==> src/rtl/sga_render_pkg.sv <==
// Shared types and default geometry for the snake matrix renderer.
package sga_render_pkg;

    localparam int DEF_GRID_W  = 6;
    localparam int DEF_GRID_H  = 6;
    localparam int DEF_MAX_LEN = 36;

    typedef enum logic [2:0] {
        IDLE,
        CLEAR,
        FETCH,
        PLOT,
        APPLE,
        SWAP
    } render_state_t;

endpackage

==> src/rtl/sga_matrix_render_if.sv <==
// Render request handshake plus the synchronous body-memory read port.
interface sga_matrix_render_if
    import sga_render_pkg::*;
#(
    parameter int GRID_W  = DEF_GRID_W,
    parameter int GRID_H  = DEF_GRID_H,
    parameter int MAX_LEN = DEF_MAX_LEN
);
    localparam int X_W = $clog2(GRID_W);
    localparam int Y_W = $clog2(GRID_H);
    localparam int L_W = $clog2(MAX_LEN + 1);
    localparam int A_W = $clog2(MAX_LEN);

    logic           start;
    logic [L_W-1:0] size;
    logic [X_W-1:0] apple_x;
    logic [Y_W-1:0] apple_y;
    logic           busy;
    logic           done;
    logic [A_W-1:0] seg_addr;
    logic [X_W-1:0] seg_x;
    logic [Y_W-1:0] seg_y;

    modport master (
        output start, size, apple_x, apple_y, seg_x, seg_y,
        input  busy, done, seg_addr
    );

    modport slave (
        input  start, size, apple_x, apple_y, seg_x, seg_y,
        output busy, done, seg_addr
    );

endinterface

==> src/rtl/sga_frame_buffer.sv <==
// Back/front frame pair: the back frame is cleared and drawn cell by cell,
// then copied whole to the front so the display never shows a partial frame.
module sga_frame_buffer #(
    parameter int CELLS = 36,
    parameter int IDX_W = 6
) (
    input  logic             clock,
    input  logic             restart,
    input  logic             clear,
    input  logic             set_en,
    input  logic [IDX_W-1:0] set_idx,
    input  logic             swap,
    output logic             cell_lit,
    output logic [CELLS-1:0] front
);

    logic [CELLS-1:0] back;

    // cell_lit reflects the back frame before this cycle's write, which is
    // what collision detection needs.
    assign cell_lit = back[set_idx];

    always_ff @(posedge clock or posedge restart) begin
        if (restart) begin
            back  <= '0;
            front <= '0;
        end else begin
            if (clear) begin
                back <= '0;
            end else if (set_en) begin
                back[set_idx] <= 1'b1;
            end
            if (swap) begin
                front <= back;
            end
        end
    end

endmodule

==> src/rtl/sga_matrix_render.sv <==
// Snake matrix renderer: draws body segments and the apple into a back frame,
// then swaps it to leds. Optional APPLE_BLINK_EN hides the apple every other frame.
module sga_matrix_render
    import sga_render_pkg::*;
#(
    parameter int GRID_W  = DEF_GRID_W,
    parameter int GRID_H  = DEF_GRID_H,
    parameter int MAX_LEN = DEF_MAX_LEN
) (
    input  logic                     clock,
    input  logic                     restart,
    sga_matrix_render_if.slave       bus,
    output logic                     overlap,
    output logic                     apple_hit,
    output logic                     oob,
    output logic [GRID_W*GRID_H-1:0] leds
);

    localparam int X_W   = $clog2(GRID_W);
    localparam int Y_W   = $clog2(GRID_H);
    localparam int L_W   = $clog2(MAX_LEN + 1);
    localparam int A_W   = $clog2(MAX_LEN);
    localparam int CELLS = GRID_W * GRID_H;
    localparam int IDX_W = $clog2(CELLS);

    render_state_t  state;
    logic [L_W-1:0] seg_i;
    logic [L_W-1:0] size_q;
    logic [X_W-1:0] apple_x_q;
    logic [Y_W-1:0] apple_y_q;

    logic             seg_ok;
    logic             apple_ok;
    logic             apple_draw;
    logic             clear_en;
    logic             set_en;
    logic             swap_en;
    logic [IDX_W-1:0] cell_idx;
    logic             cell_lit;

`ifdef APPLE_BLINK_EN
    logic phase;

    always_ff @(posedge clock or posedge restart) begin
        if (restart) begin
            phase <= 1'b0;
        end else if (state == SWAP) begin
            phase <= ~phase;
        end
    end

    assign apple_draw = ~phase;
`else
    assign apple_draw = 1'b1;
`endif

    // The body memory answers one cycle after seg_addr, so segment
    // coordinates are only meaningful in PLOT.
    always_comb begin
        seg_ok   = (int'(bus.seg_x) < GRID_W) && (int'(bus.seg_y) < GRID_H);
        apple_ok = (int'(apple_x_q) < GRID_W) && (int'(apple_y_q) < GRID_H);
        clear_en = (state == CLEAR);
        swap_en  = (state == SWAP);
        set_en   = 1'b0;
        cell_idx = '0;
        case (state)
            PLOT: begin
                if (seg_ok) begin
                    cell_idx = IDX_W'(int'(bus.seg_y) * GRID_W + int'(bus.seg_x));
                end
                set_en = seg_ok;
            end
            APPLE: begin
                if (apple_ok) begin
                    cell_idx = IDX_W'(int'(apple_y_q) * GRID_W + int'(apple_x_q));
                end
                set_en = apple_ok && apple_draw;
            end
            default: ;
        endcase
    end

    sga_frame_buffer #(
        .CELLS (CELLS),
        .IDX_W (IDX_W)
    ) u_frame (
        .clock    (clock),
        .restart  (restart),
        .clear    (clear_en),
        .set_en   (set_en),
        .set_idx  (cell_idx),
        .swap     (swap_en),
        .cell_lit (cell_lit),
        .front    (leds)
    );

    // done leaves the SWAP state together with the front-buffer copy, so the
    // pulse lines up with the cycle leds first shows the new frame.
    always_ff @(posedge clock or posedge restart) begin
        if (restart) begin
            state        <= IDLE;
            seg_i        <= '0;
            size_q       <= '0;
            apple_x_q    <= '0;
            apple_y_q    <= '0;
            bus.seg_addr <= '0;
            bus.busy     <= 1'b0;
            bus.done     <= 1'b0;
            overlap      <= 1'b0;
            apple_hit    <= 1'b0;
            oob          <= 1'b0;
        end else begin
            bus.done <= 1'b0;
            case (state)
                IDLE: begin
                    if (bus.start) begin
                        size_q    <= (bus.size > L_W'(MAX_LEN)) ? L_W'(MAX_LEN) : bus.size;
                        apple_x_q <= bus.apple_x;
                        apple_y_q <= bus.apple_y;
                        overlap   <= 1'b0;
                        apple_hit <= 1'b0;
                        oob       <= 1'b0;
                        seg_i     <= '0;
                        bus.busy  <= 1'b1;
                        state     <= CLEAR;
                    end
                end
                CLEAR: begin
                    seg_i        <= '0;
                    bus.seg_addr <= '0;
                    state        <= (size_q != '0) ? FETCH : APPLE;
                end
                FETCH: begin
                    state <= PLOT;
                end
                PLOT: begin
                    if (!seg_ok) begin
                        oob <= 1'b1;
                    end else if (cell_lit) begin
                        overlap <= 1'b1;
                    end
                    if ((seg_i + L_W'(1)) < size_q) begin
                        seg_i        <= seg_i + L_W'(1);
                        bus.seg_addr <= A_W'(seg_i + L_W'(1));
                        state        <= FETCH;
                    end else begin
                        seg_i        <= '0;
                        bus.seg_addr <= '0;
                        state        <= APPLE;
                    end
                end
                APPLE: begin
                    if (!apple_ok) begin
                        oob <= 1'b1;
                    end else if (cell_lit) begin
                        apple_hit <= 1'b1;
                    end
                    state <= SWAP;
                end
                SWAP: begin
                    bus.done <= 1'b1;
                    bus.busy <= 1'b0;
                    state    <= IDLE;
                end
                default: begin
                    state <= IDLE;
                end
            endcase
        end
    end

endmodule

==> src/flat_wrapper.sv <==
// flat-port wrapper written by rule: the top's interface ports become plain ports
module sga_matrix_render_flat import sga_render_pkg::*;
#(
    parameter int GRID_W  = DEF_GRID_W,
    parameter int GRID_H  = DEF_GRID_H,
    parameter int MAX_LEN = DEF_MAX_LEN
)
  (clock, restart, overlap, apple_hit, oob, leds, bus_start, bus_size, bus_apple_x, bus_apple_y, bus_seg_x, bus_seg_y, bus_busy, bus_done, bus_seg_addr);
  sga_matrix_render_if #(.GRID_W(GRID_W), .GRID_H(GRID_H), .MAX_LEN(MAX_LEN)) bus_i ();
  input  logic clock;
  input  logic restart;
  output logic overlap;
  output logic apple_hit;
  output logic oob;
  output logic [GRID_W*GRID_H-1:0] leds;
  input wire logic [$bits(bus_i.start)-1:0] bus_start;
  input wire logic [$bits(bus_i.size)-1:0] bus_size;
  input wire logic [$bits(bus_i.apple_x)-1:0] bus_apple_x;
  input wire logic [$bits(bus_i.apple_y)-1:0] bus_apple_y;
  input wire logic [$bits(bus_i.seg_x)-1:0] bus_seg_x;
  input wire logic [$bits(bus_i.seg_y)-1:0] bus_seg_y;
  output wire logic [$bits(bus_i.busy)-1:0] bus_busy;
  output wire logic [$bits(bus_i.done)-1:0] bus_done;
  output wire logic [$bits(bus_i.seg_addr)-1:0] bus_seg_addr;
  assign bus_i.start = bus_start;
  assign bus_i.size = bus_size;
  assign bus_i.apple_x = bus_apple_x;
  assign bus_i.apple_y = bus_apple_y;
  assign bus_i.seg_x = bus_seg_x;
  assign bus_i.seg_y = bus_seg_y;
  assign bus_busy = bus_i.busy;
  assign bus_done = bus_i.done;
  assign bus_seg_addr = bus_i.seg_addr;
  sga_matrix_render #(.GRID_W(GRID_W), .GRID_H(GRID_H), .MAX_LEN(MAX_LEN)) u_core (.clock(clock), .restart(restart), .bus(bus_i), .overlap(overlap), .apple_hit(apple_hit), .oob(oob), .leds(leds));
endmodule
==> config.mk <==
export PLATFORM = sky130hd
export DESIGN_NAME = sga_matrix_render_flat
export DESIGN_NICKNAME = d
export VERILOG_FILES = /design/src/rtl/sga_render_pkg.sv /design/src/rtl/sga_matrix_render_if.sv /design/src/rtl/sga_frame_buffer.sv /design/src/rtl/sga_matrix_render.sv /design/src/flat_wrapper.sv
export SDC_FILE = /design/constraint.sdc
export NUM_CORES = 1
export LEC_CHECK = 0
export BUFFER_PORTS_ARGS = -buffer_cell sky130_fd_sc_hd__buf_2
export CAP_MARGIN = 20
export CORE_UTILIZATION = 57
export DETAILED_ROUTE_END_ITERATION = 10
export PLACE_DENSITY = 0.79
export REMOVE_ABC_BUFFERS = 1
export SETUP_SLACK_MARGIN = 0.05
export SLEW_MARGIN = 20
export SYNTH_ARGS = -nofsm -noshare
export SYNTH_HDL_FRONTEND = slang
export SYNTH_SLANG_ARGS = --single-unit
==> constraint.sdc <==
create_clock -name clock -period 4.3 [get_ports clock]
set_clock_uncertainty 0.2 [all_clocks]
set_input_delay 0.86 -clock clock [delete_from_list [all_inputs] [get_ports clock]]
set_output_delay 0.86 -clock clock [all_outputs]
set_load 0.05 [all_outputs]
==> qor.txt, run 1 <==
Critical Path RT: 4.39 ns
Final Max Tran Viols: 0
Buf/Inv on CP: 1
Hold wc startpoint: u_core.bus.seg_addr[3]$_DFFE_PP0P_
Ys Warns: 0
Hold Crit Class: flop to flop
Worst hold path depth: 2
Die area: 9080 µm²
Int Pwr: 1.92 mW
Drt total wl: 10800 µm
RSZ-0062 raised after global routing: no
Syn-to-layout area delta: 13.5%
Largest cells by area after synthesis: dfrtp_1 (52%), mux2_2 (8.6%), a21oi_1 (4.4%)
Dpl cell area: 5400 µm²
Port bufs: 67
Antenna-violating nets left: 0
Syn Inst Count: 467
Hold EP: u_core.bus.seg_addr[3]$_DFFE_PP0P_
Distinct cells, synth: 54
Post-place setup slack: 0.515 ns
Final setup violation count: 0
Post-layout min period: 3.44 ns
Worst-Margin Slew: 0.677 ns
Critical Path Start Type: input port
Area share of the largest cell type after synthesis: 0.525
Stages on worst setup path: 10
Post-synth top cells: dfrtp_1 (104), nor2_1 (52), nand2_1 (49), a21oi_1 (44), mux2_2 (38)
Worst-path clk slew: 0.10 ns
Post-CTS Hold Buffers: 0
Final Power: 3.24 mW
Final routed DRC violation total: 0
Async SR Flop Fraction: 1.00
Nets: 578
Layout cell share with drive strength beyond 1: 0.261
Core box area: 8300 µm²
Tcrit/Tclk final: 0.801
Via-to-Cell Ratio: 5.89
Antenna diodes: 0
Post-CTS Repair Setup Buffers: 0
Slowest cell on crit path: nor4_1
Routability cong.: 0.934
Number of flops mapped to enable cells by yosys: 0
PwrDens: 576 nW/µm²
Fin. Hold Viols: 0
Row cnt: 33
Pin count of the biggest net entering global routing: 59
Clk_lat worst skew: 0.37 ns
Average cell area after synthesis: 10.6 µm²
Largest area contributor in the netlist: dfrtp_1
CTS tree: yes
Clk root buf: clkbuf_8
Status: completed
Psw: 1.33 mW
DR iter-0 viols: 292
Post-DR wirelength/cell: 16.8 µm
Vias in the first global route: 3615
Non-Filler Instances: 646
Slew HR: 0.545
Initial Util: 0.597
Setup TNS: 0 ns
CP delay by family, top: simple AND/OR/NAND/NOR gates
GRT Util Overall: 0.262
Combinational share of power: 0.383
Die Ht: 95.3 µm
Die Width: 95.3 µm
Reg-to-reg critical path startpoint: u_core.apple_y_q[1]$_DFFE_PP0P_
HPWL after DPL: 7990 µm
Clk pwr share: 0.210
Pre-antenna DRT Iters: 5
Placed cell count: 630
CP max stage delay: 0.57 ns
Top_reg_cell synth: dfrtp_1
Top-count cell post-synth: dfrtp_1
MaxCap Viol Count: 0
Worst flop-to-flop path endpoint: u_core.apple_hit$_DFFE_PP0P_
Share of power burned in registers: 0.407
CP cell instances: buf_2, ha_1, fa_1, nor4_1, nor2_1, nor2_2, a22oi_1, a31oi_1, a211oi_2, o21ai_1
Sequential area share after synthesis: 0.525
CTS Buffer Depth: 2
Vias: 3808
Max VDD drop: 0.393 mV
Initial antenna violation count: 0
Top Ports: 68
Worst Setup Slack, final: 0.855 ns
Yosys reg bits: 104
Reg2reg setup slack: 0.91 ns
Worst setup EP type: flop
CP arrival: 3.53 ns
Post-synthesis cell area: 4960 µm²
Grt ovf: 0
H-tree Lvls: 3
Final instance area: 5630 µm²
PostCTS Resize Cnt: 0
Leakage: 2.93 nW
Max Fanout on Critical Path: 7
Top achievable clock speed: 0.290 GHz
First-pass GRT wire length: 17900 µm
Num CTS Buffers: 9
Clock sink total: 104
Switching share of power: 0.409
R2R depth: 9
Kind of critical path: input port to flop
logic make-up after synthesis:
family / count (synthesis) / synth area share
multiplexers: 38 / 0.0863
adder cells (fa/ha/maj): 21 / 0.0590
AND/OR/NAND/NOR: 150 / 0.141
flip-flops: 104 / 0.525
XOR/XNOR: 11 / 0.0194
buffers and inverters: 31 / 0.0267
AO/OA/AOI/OAI: 112 / 0.143
tightest hold or removal path, stage by stage, from the launching register on:
cell and delay [ns]:
dfrtp_1 0.35, nand2_1 0.04, o21ai_0 0.06
how the worst max path moves through the flow:
| stage | start | to | slack, ns |
|---|---|---|---|
| after floorplan | restart | u_core.apple_hit$_DFFE_PP0P_ | 0.51 |
| after global placement | bus_seg_y[1] | u_core.overlap$_DFFE_PP0P_ | 0.60 |
| after detailed placement | bus_seg_y[1] | u_core.overlap$_DFFE_PP0P_ | 0.51 |
| after CTS | bus_seg_y[1] | u_core.apple_hit$_DFFE_PP0P_ | 0.91 |
| after global routing | bus_seg_y[1] | u_core.apple_hit$_DFFE_PP0P_ | 0.64 |
| final | bus_seg_y[1] | u_core.apple_hit$_DFFE_PP0P_ | 0.86 |
state kept, by name (all words and copies together) (netlist names):
signal,cells
u_core.bus.seg_addr,6
u_core.apple_y_q,3
u_core.oob,1
u_core.seg_i,6
u_core.overlap,1
u_core.state,3
u_core.u_frame.back,36
u_core.size_q,6
u_core.bus.done,1
u_core.apple_hit,1
u_core.u_frame.front,36
u_core.bus.busy,1
u_core.apple_x_q,3
stage by stage:
| stage | hold slack, ns | utilization |
|---|---|---|
| global placement | 0.258 | 0.651 |
| detailed placement | 0.267 | 0.651 |
| global route | 0.316 | 0.678 |
| floorplan | 0.238 | - |
| finish | 0.283 | 0.678 |
| CTS | 0.291 | 0.678 |
area by class of cell:
type,instances,area [µm²]
clock buffers,9,124
clock inverters,7,103
fillers,640,2670
inverters,16,62.6
multi-input cells,332,2230
flip-flops and latches,104,2600
well taps,105,131
repair buffers,73,380
layer usage:
| layer | vias to the layer above | GRT usage | share of wire |
|---|---|---|---|
| met3 | 18 | 0.0423 | 0.061 |
| met2 | 153 | 0.411 | 0.47 |
| li1 | 1782 | - | - |
| met5 | - | 0 | 0 |
| met1 | 1855 | 0.375 | 0.45 |
| met4 | 0 | 0.0808 | 0.014 |
layout by cell type, fill, tap and decap left out, types with 3 or more instances in the layout:
| cell type | synthesis | final |
|---|---|---|
| buf_2 | 1 | 67 |
| nor2_1 | 52 | 51 |
| or2_2 | 3 | 3 |
| a21oi_1 | 44 | 44 |
| dfrtp_1 | 104 | 104 |
| a22o_1 | 4 | 4 |
| fa_1 | 4 | 4 |
| nand3b_1 | 3 | 3 |
| xnor2_1 | 5 | 5 |
| inv_1 | 16 | 15 |
| and2_1 | 4 | 4 |
| a21o_1 | 4 | 4 |
| clkbuf_8 | 0 | 9 |
| a221oi_1 | 5 | 5 |
| ha_1 | 17 | 17 |
| buf_4 | 0 | 6 |
| nor2_2 | 2 | 3 |
| a211oi_2 | 4 | 4 |
| o31ai_1 | 3 | 3 |
| nand2b_1 | 4 | 4 |
| nand3_1 | 10 | 10 |
| nor4_1 | 3 | 3 |
| mux2_2 | 38 | 38 |
| nor3_1 | 5 | 5 |
| o21a_1 | 5 | 5 |
| o21ai_0 | 23 | 23 |
| nand2_1 | 49 | 49 |
| xor2_1 | 6 | 6 |
power groups by stage:
stage / clock network [mW] / logic [mW] / registers [mW]
floorplan: 0 / 0.746 / 1.48
global placement: 0 / 1.19 / 1.32
detailed placement: 0 / 1.23 / 1.33
CTS: 0.694 / 1.24 / 1.32
global route: 0.733 / 1.37 / 1.34
finish: 0.682 / 1.24 / 1.32
No activity file was read; power rests on OpenSTA's default activity.
==> run 2, diff against run 1 <==
Settings changed: CORE_UTILIZATION 57 to 52, PLACE_DENSITY 0.79 to 0.76.
Clock period 4.3 ns to 2.8 ns, I/O delays scaled along.
==> qor.txt, run 2 (same netlist as run 1, synthesis figures left out) <==
Max VDD drop: 0.642 mV (+64%)
Die Width: 99.7 µm (+4.6%)
Vias: 4007 (+5.2%)
Worst-Margin Slew: 0.530 ns (-0.146 ns)
Pre-antenna DRT Iters: 5 (unchanged)
Fin. Hold Viols: 0 (unchanged)
Via-to-Cell Ratio: 5.55 (-5.9%)
Reg-to-reg critical path startpoint: u_core.apple_y_q[0]$_DFFE_PP0P_
H-tree Lvls: 3 (unchanged)
Final routed DRC violation total: 0 (unchanged)
Critical Path RT: 2.85 ns (-1.54 ns)
Worst setup EP type: flop
Syn-to-layout area delta: 29.4%
Tcrit/Tclk final: 1.13
First-pass GRT wire length: 19500 µm (+9.4%)
Commonest non-fill, non-tap cell in the layout: dfrtp_1
Hold Crit Class: input port to async pin
Status: finished with violations
Worst-path clk slew: 0.10 ns (about the same)
Post-CTS Hold Buffers: 0 (unchanged)
Grt ovf: 0 (unchanged)
Setup TNS: -0.712 ns (-0.712 ns)
Die area: 9930 µm² (+9.4%)
DR iter-0 viols: 238 (-18%)
Failing checks: negative setup slack
CTS tree: yes
Placed cell count: 698 (+11%)
CP Launch Point: bus_seg_y[0]
Commonest non-fill, non-tap cells in the layout: dfrtp_1 (104), buf_2 (67), buf_4 (49)
HPWL after DPL: 8350 µm (+4.4%)
Non-Filler Instances: 722 (+12%)
PwrDens: 859 nW/µm² (+49%)
RSZ-0062 raised after global routing: yes
Slew HR: 0.643 (+0.0988)
Clk root buf: clkbuf_8
Biggest regs: u_core.u_frame.back x36, u_core.u_frame.front x36
Clock sink total: 104 (unchanged)
Drt total wl: 11900 µm (+9.8%)
Top Ports: 68 (unchanged)
Post-DR wirelength/cell: 16.5 µm (-1.7%)
Post-layout min period: 3.15 ns
Max Fanout on Critical Path: 3 (-4)
Initial antenna violation count: 0 (unchanged)
GRT Util Overall: 0.252 (-0.0101)
Clk_lat worst skew: 0.37 ns (about the same)
Initial Util: 0.537 (-0.0608)
Worst Setup Slack, final: -0.354 ns (-1.21 ns)
Final setup violation count: 3 (+3)
Antenna-violating nets left: 0 (unchanged)
CP arrival: 3.20 ns (-0.33 ns)
Post-place setup slack: -0.687 ns (-1.20 ns)
Row cnt: 35 (+6.1%)
Antenna diodes: 0 (unchanged)
Routability cong.: 0.881 (-5.7%)
MaxCap Viol Count: 0 (unchanged)
Num CTS Buffers: 9 (unchanged)
Nets: 630 (+9.0%)
Core box area: 9240 µm² (+11%)
Kind of critical path: input port to flop
Port bufs: 67 (unchanged)
CTS Buffer Depth: 2 (unchanged)
Fin util: 0.694 (+0.0161)
Critical Path Start Type: input port
Leakage: 3.24 nW (+11%)
Pin count of the biggest net entering global routing: 72 (+22%)
Final Max Tran Viols: 0 (unchanged)
Vias in the first global route: 3957 (+9.5%)
Die Ht: 99.7 µm (+4.6%)
Layout cell share with drive strength beyond 1: 0.427 (+0.166)
Top achievable clock speed: 0.317 GHz
run 2: per-layer routing:
layer  GRT usage  routed length [µm]  up-vias
met4       0.104                 271        0
met5           0                   0        -
met1       0.335                5190     1940
li1            -                   -     1891
met3      0.0379                 565       31
met2       0.417                5870      145
run 2: repair_timing:
action	4_1_cts	5_1_grt
resized for setup	25	53
buffers inserted	1	9
endpoints found under the setup margin	35	50
pin swaps	17	28
run 2: cell type report:
class | count | area [µm²]
Fill cell | 678 | 2820
Sequential cell | 104 | 2600
Multi-Input combinational cell | 332 | 2560
Timing Repair Buffer | 125 | 848
Tap cell | 129 | 161
Clock buffer | 9 | 124
Inverter | 16 | 62.6
Clock inverter | 7 | 53.8
run 2: critical path: stages:
cell,delay (ns)
buf_2,0.11
ha_1,0.32
fa_1,0.61
or2_2,0.16
and3_1,0.24
nor2_4,0.07
a222oi_1,0.37
a21o_1,0.18
a31oi_1,0.09
a211oi_2,0.37
o21ai_1,0.12
run 2: path summary, 6_finish.rpt:
kind / end / slack, ns / cells past startpoint
setup reg to reg: u_core.apple_hit$_DFFE_PP0P_ / -0.35 / 11
setup / recovery: u_core.apple_hit$_DFFE_PP0P_ / -0.35 / 11
max in group asynchronous: u_core.seg_i[3]$_DFFE_PP0P_ / 1.99 / 3
hold reg to reg: u_core.bus.seg_addr[4]$_DFFE_PP0P_ / 0.29 / 2
min in group clock: u_core.apple_x_q[0]$_DFFE_PP0P_ / 0.17 / 3
hold / removal: u_core.u_frame.front[32]$_DFFE_PP0P_ / 0.05 / 3
run 2: power breakdown:
part / leakage [nW] / total, mW / switching, mW / internal (mW)
sequential: 1.41 / 1.95 / 0.198 / 1.76
clock: 0.0879 / 0.867 / 0.534 / 0.333
combinational: 1.74 / 2.69 / 1.58 / 1.11
total: 3.24 / 5.51 / 2.31 / 3.20
run 2: stage by stage:
step           hold WS (ns)  power (mW)  area [µm²]
2_1_floorplan         0.238        3.42        4890
3_3_place_gp          0.262        4.04        5780
3_5_place_dp          0.268        4.12        5780
4_1_cts              0.0658        5.17        6070
5_1_grt              0.0749        5.84        6420
6_report             0.0548        5.51        6420
==> run 3, diff against run 2 <==
Settings changed: CORE_ASPECT_RATIO set to 1.2, CORE_UTILIZATION 52 to 57, PLACE_DENSITY 0.76 to 0.79.
Clock period 2.8 ns to 3.55 ns, I/O delays scaled along.
==> qor.txt, run 3 (same netlist as run 1, synthesis figures left out) <==
Fin. Hold Viols: 0 (unchanged)
Die Width: 87.1 µm (-13%)
Pre-antenna DRT Iters: 5 (unchanged)
Critical Path RT: 3.61 ns (+0.76 ns)
Antenna-violating nets left: 0 (unchanged)
Post-place setup slack: 0.0157 ns (+0.703 ns)
First-pass GRT wire length: 18200 µm (-6.9%)
Die area: 9080 µm² (-8.6%)
Grt ovf: 0 (unchanged)
Commonest non-fill, non-tap cells in the layout: dfrtp_1 (104), buf_2 (67), nor2_1 (51)
Row cnt: 36 (+2.9%)
Initial Util: 0.598 (+0.0617)
H-tree Lvls: 3 (unchanged)
Commonest non-fill, non-tap cell in the layout: dfrtp_1
Clk root buf: clkbuf_8
Multi-input logic area: 2230 µm² (-13%)
Top Ports: 68 (unchanged)
DR iter-0 viols: 256 (+7.6%)
PostCTS Resize Cnt: 0 (-100%)
Register area: 2600 µm² (unchanged)
Worst-Margin Slew: 0.762 ns (+0.231 ns)
Max VDD drop: 0.538 mV (-16%)
Post-CTS Repair Setup Buffers: 0 (-1)
Status: completed
Nets: 585 (-7.1%)
Tcrit/Tclk final: 0.915
Worst-path clk slew: 0.11 ns (about the same)
Num CTS Buffers: 9 (unchanged)
Top achievable clock speed: 0.308 GHz
Clk_lat worst skew: 0.36 ns (about the same)
Final setup violation count: 0 (-3)
Worst setup EP type: flop
Routability cong.: 0.947 (+7.5%)
Leakage: 2.95 nW (-9.1%)
Initial antenna violation count: 0 (unchanged)
Critical Path Start Type: flop
FILL cells: 677 (-0.15%)
Via-to-Cell Ratio: 5.70 (+2.7%)
Final Max Tran Viols: 0 (unchanged)
Layout cell share with drive strength beyond 1: 0.270 (-0.157)
HPWL after DPL: 8200 µm (-1.7%)
Post-layout min period: 3.25 ns
Kind of critical path: flop to flop
RSZ-0062 raised after global routing: no
CTS Buffer Depth: 2 (unchanged)
CTS tree: yes
Biggest regs: u_core.u_frame.back x36, u_core.u_frame.front x36
Syn-to-layout area delta: 14.6%
Vias in the first global route: 3824 (-3.4%)
Worst hold margin: 0.272 ns (+0.217 ns)
CP arrival: 3.30 ns (+0.10 ns)
PwrDens: 682 nW/µm² (-21%)
Post-DR wirelength/cell: 16.4 µm (-0.44%)
Max Fanout on Critical Path: 5 (+2)
Port bufs: 67 (unchanged)
Hold Crit Class: input port to async pin
GRT Util Overall: 0.257 (+0.00519)
Post-CTS Hold Buffers: 0 (unchanged)
Core box area: 8290 µm² (-10%)
Drt total wl: 10900 µm (-8.7%)
MaxCap Viol Count: 0 (unchanged)
Antenna diodes: 0 (unchanged)
Vias: 3773 (-5.8%)
Worst Setup Slack, final: 0.303 ns (+0.657 ns)
Clock sink total: 104 (unchanged)
Die Ht: 104 µm (+4.5%)
Final routed DRC violation total: 0 (unchanged)
Pin count of the biggest net entering global routing: 91 (+26%)
Slew HR: 0.492 (-0.151)
run 3: worst max-delay path, stage by stage (launching register included):
cell       delay, ns
dfrtp_1         0.46
ha_1            0.35
fa_1            0.58
a2bb2oi_1       0.25
and2_1          0.21
nor2_1          0.11
a222oi_1        0.34
a21o_1          0.16
a31oi_1         0.09
a211oi_2        0.30
o21ai_1         0.09
run 3: per-stage QoR:
step                      power, mW  instances  utilization  instance area, µm²  setup TNS (ns)
after floorplan                2.70        452            -                4890           -9.59
after global placement         3.07        646        0.660                5470               0
after detailed placement       3.12        646        0.660                5470               0
after CTS                      3.89        662        0.685                5680               0
after global routing           4.13        662        0.686                5680               0
final                          3.88        662        0.686                5680               0
run 3: final timing paths:
path / end / startpoint / slack (ns) / depth (start not counted)
setup / recovery: u_core.overlap$_DFFE_PP0P_ / u_core.apple_y_q[1]$_DFFE_PP0P_ / 0.30 / 10
hold / removal: u_core.u_frame.front[32]$_DFFE_PP0P_ / restart / 0.27 / 2
setup reg to reg: u_core.overlap$_DFFE_PP0P_ / u_core.apple_y_q[1]$_DFFE_PP0P_ / 0.30 / 10
hold reg to reg: u_core.bus.busy$_DFFE_PP0P_ / u_core.bus.busy$_DFFE_PP0P_ / 0.29 / 2
max in group asynchronous: u_core.u_frame.back[28]$_DFFE_PP0P_ / restart / 2.14 / 3
min in group clock: u_core.bus.busy$_DFFE_PP0P_ / u_core.bus.busy$_DFFE_PP0P_ / 0.29 / 2
run 3: layer usage:
layer  global-route usage  share of wire  up-vias
met1                0.347           0.43     1845
met2                0.419           0.50      115
met4               0.0984          0.021        0
met5                    0              0        -
li1                     -              -     1794
met3               0.0381          0.041       19
run 3: final cells by class:
| cell class | count | share of cell area |
|---|---|---|
| Clock buffer | 10 | 0.0242 |
| Clock inverter | 6 | 0.0132 |
| Inverter | 16 | 0.0115 |
| Multi-Input combinational cell | 332 | 0.392 |
| Sequential cell | 104 | 0.458 |
| Tap cell | 114 | 0.0251 |
| Timing Repair Buffer | 80 | 0.0762 |
run 3: report_power, final:
group / switching (mW) / internal [mW]
logic: 1.00 / 0.542
clock network: 0.414 / 0.355
registers: 0.178 / 1.39
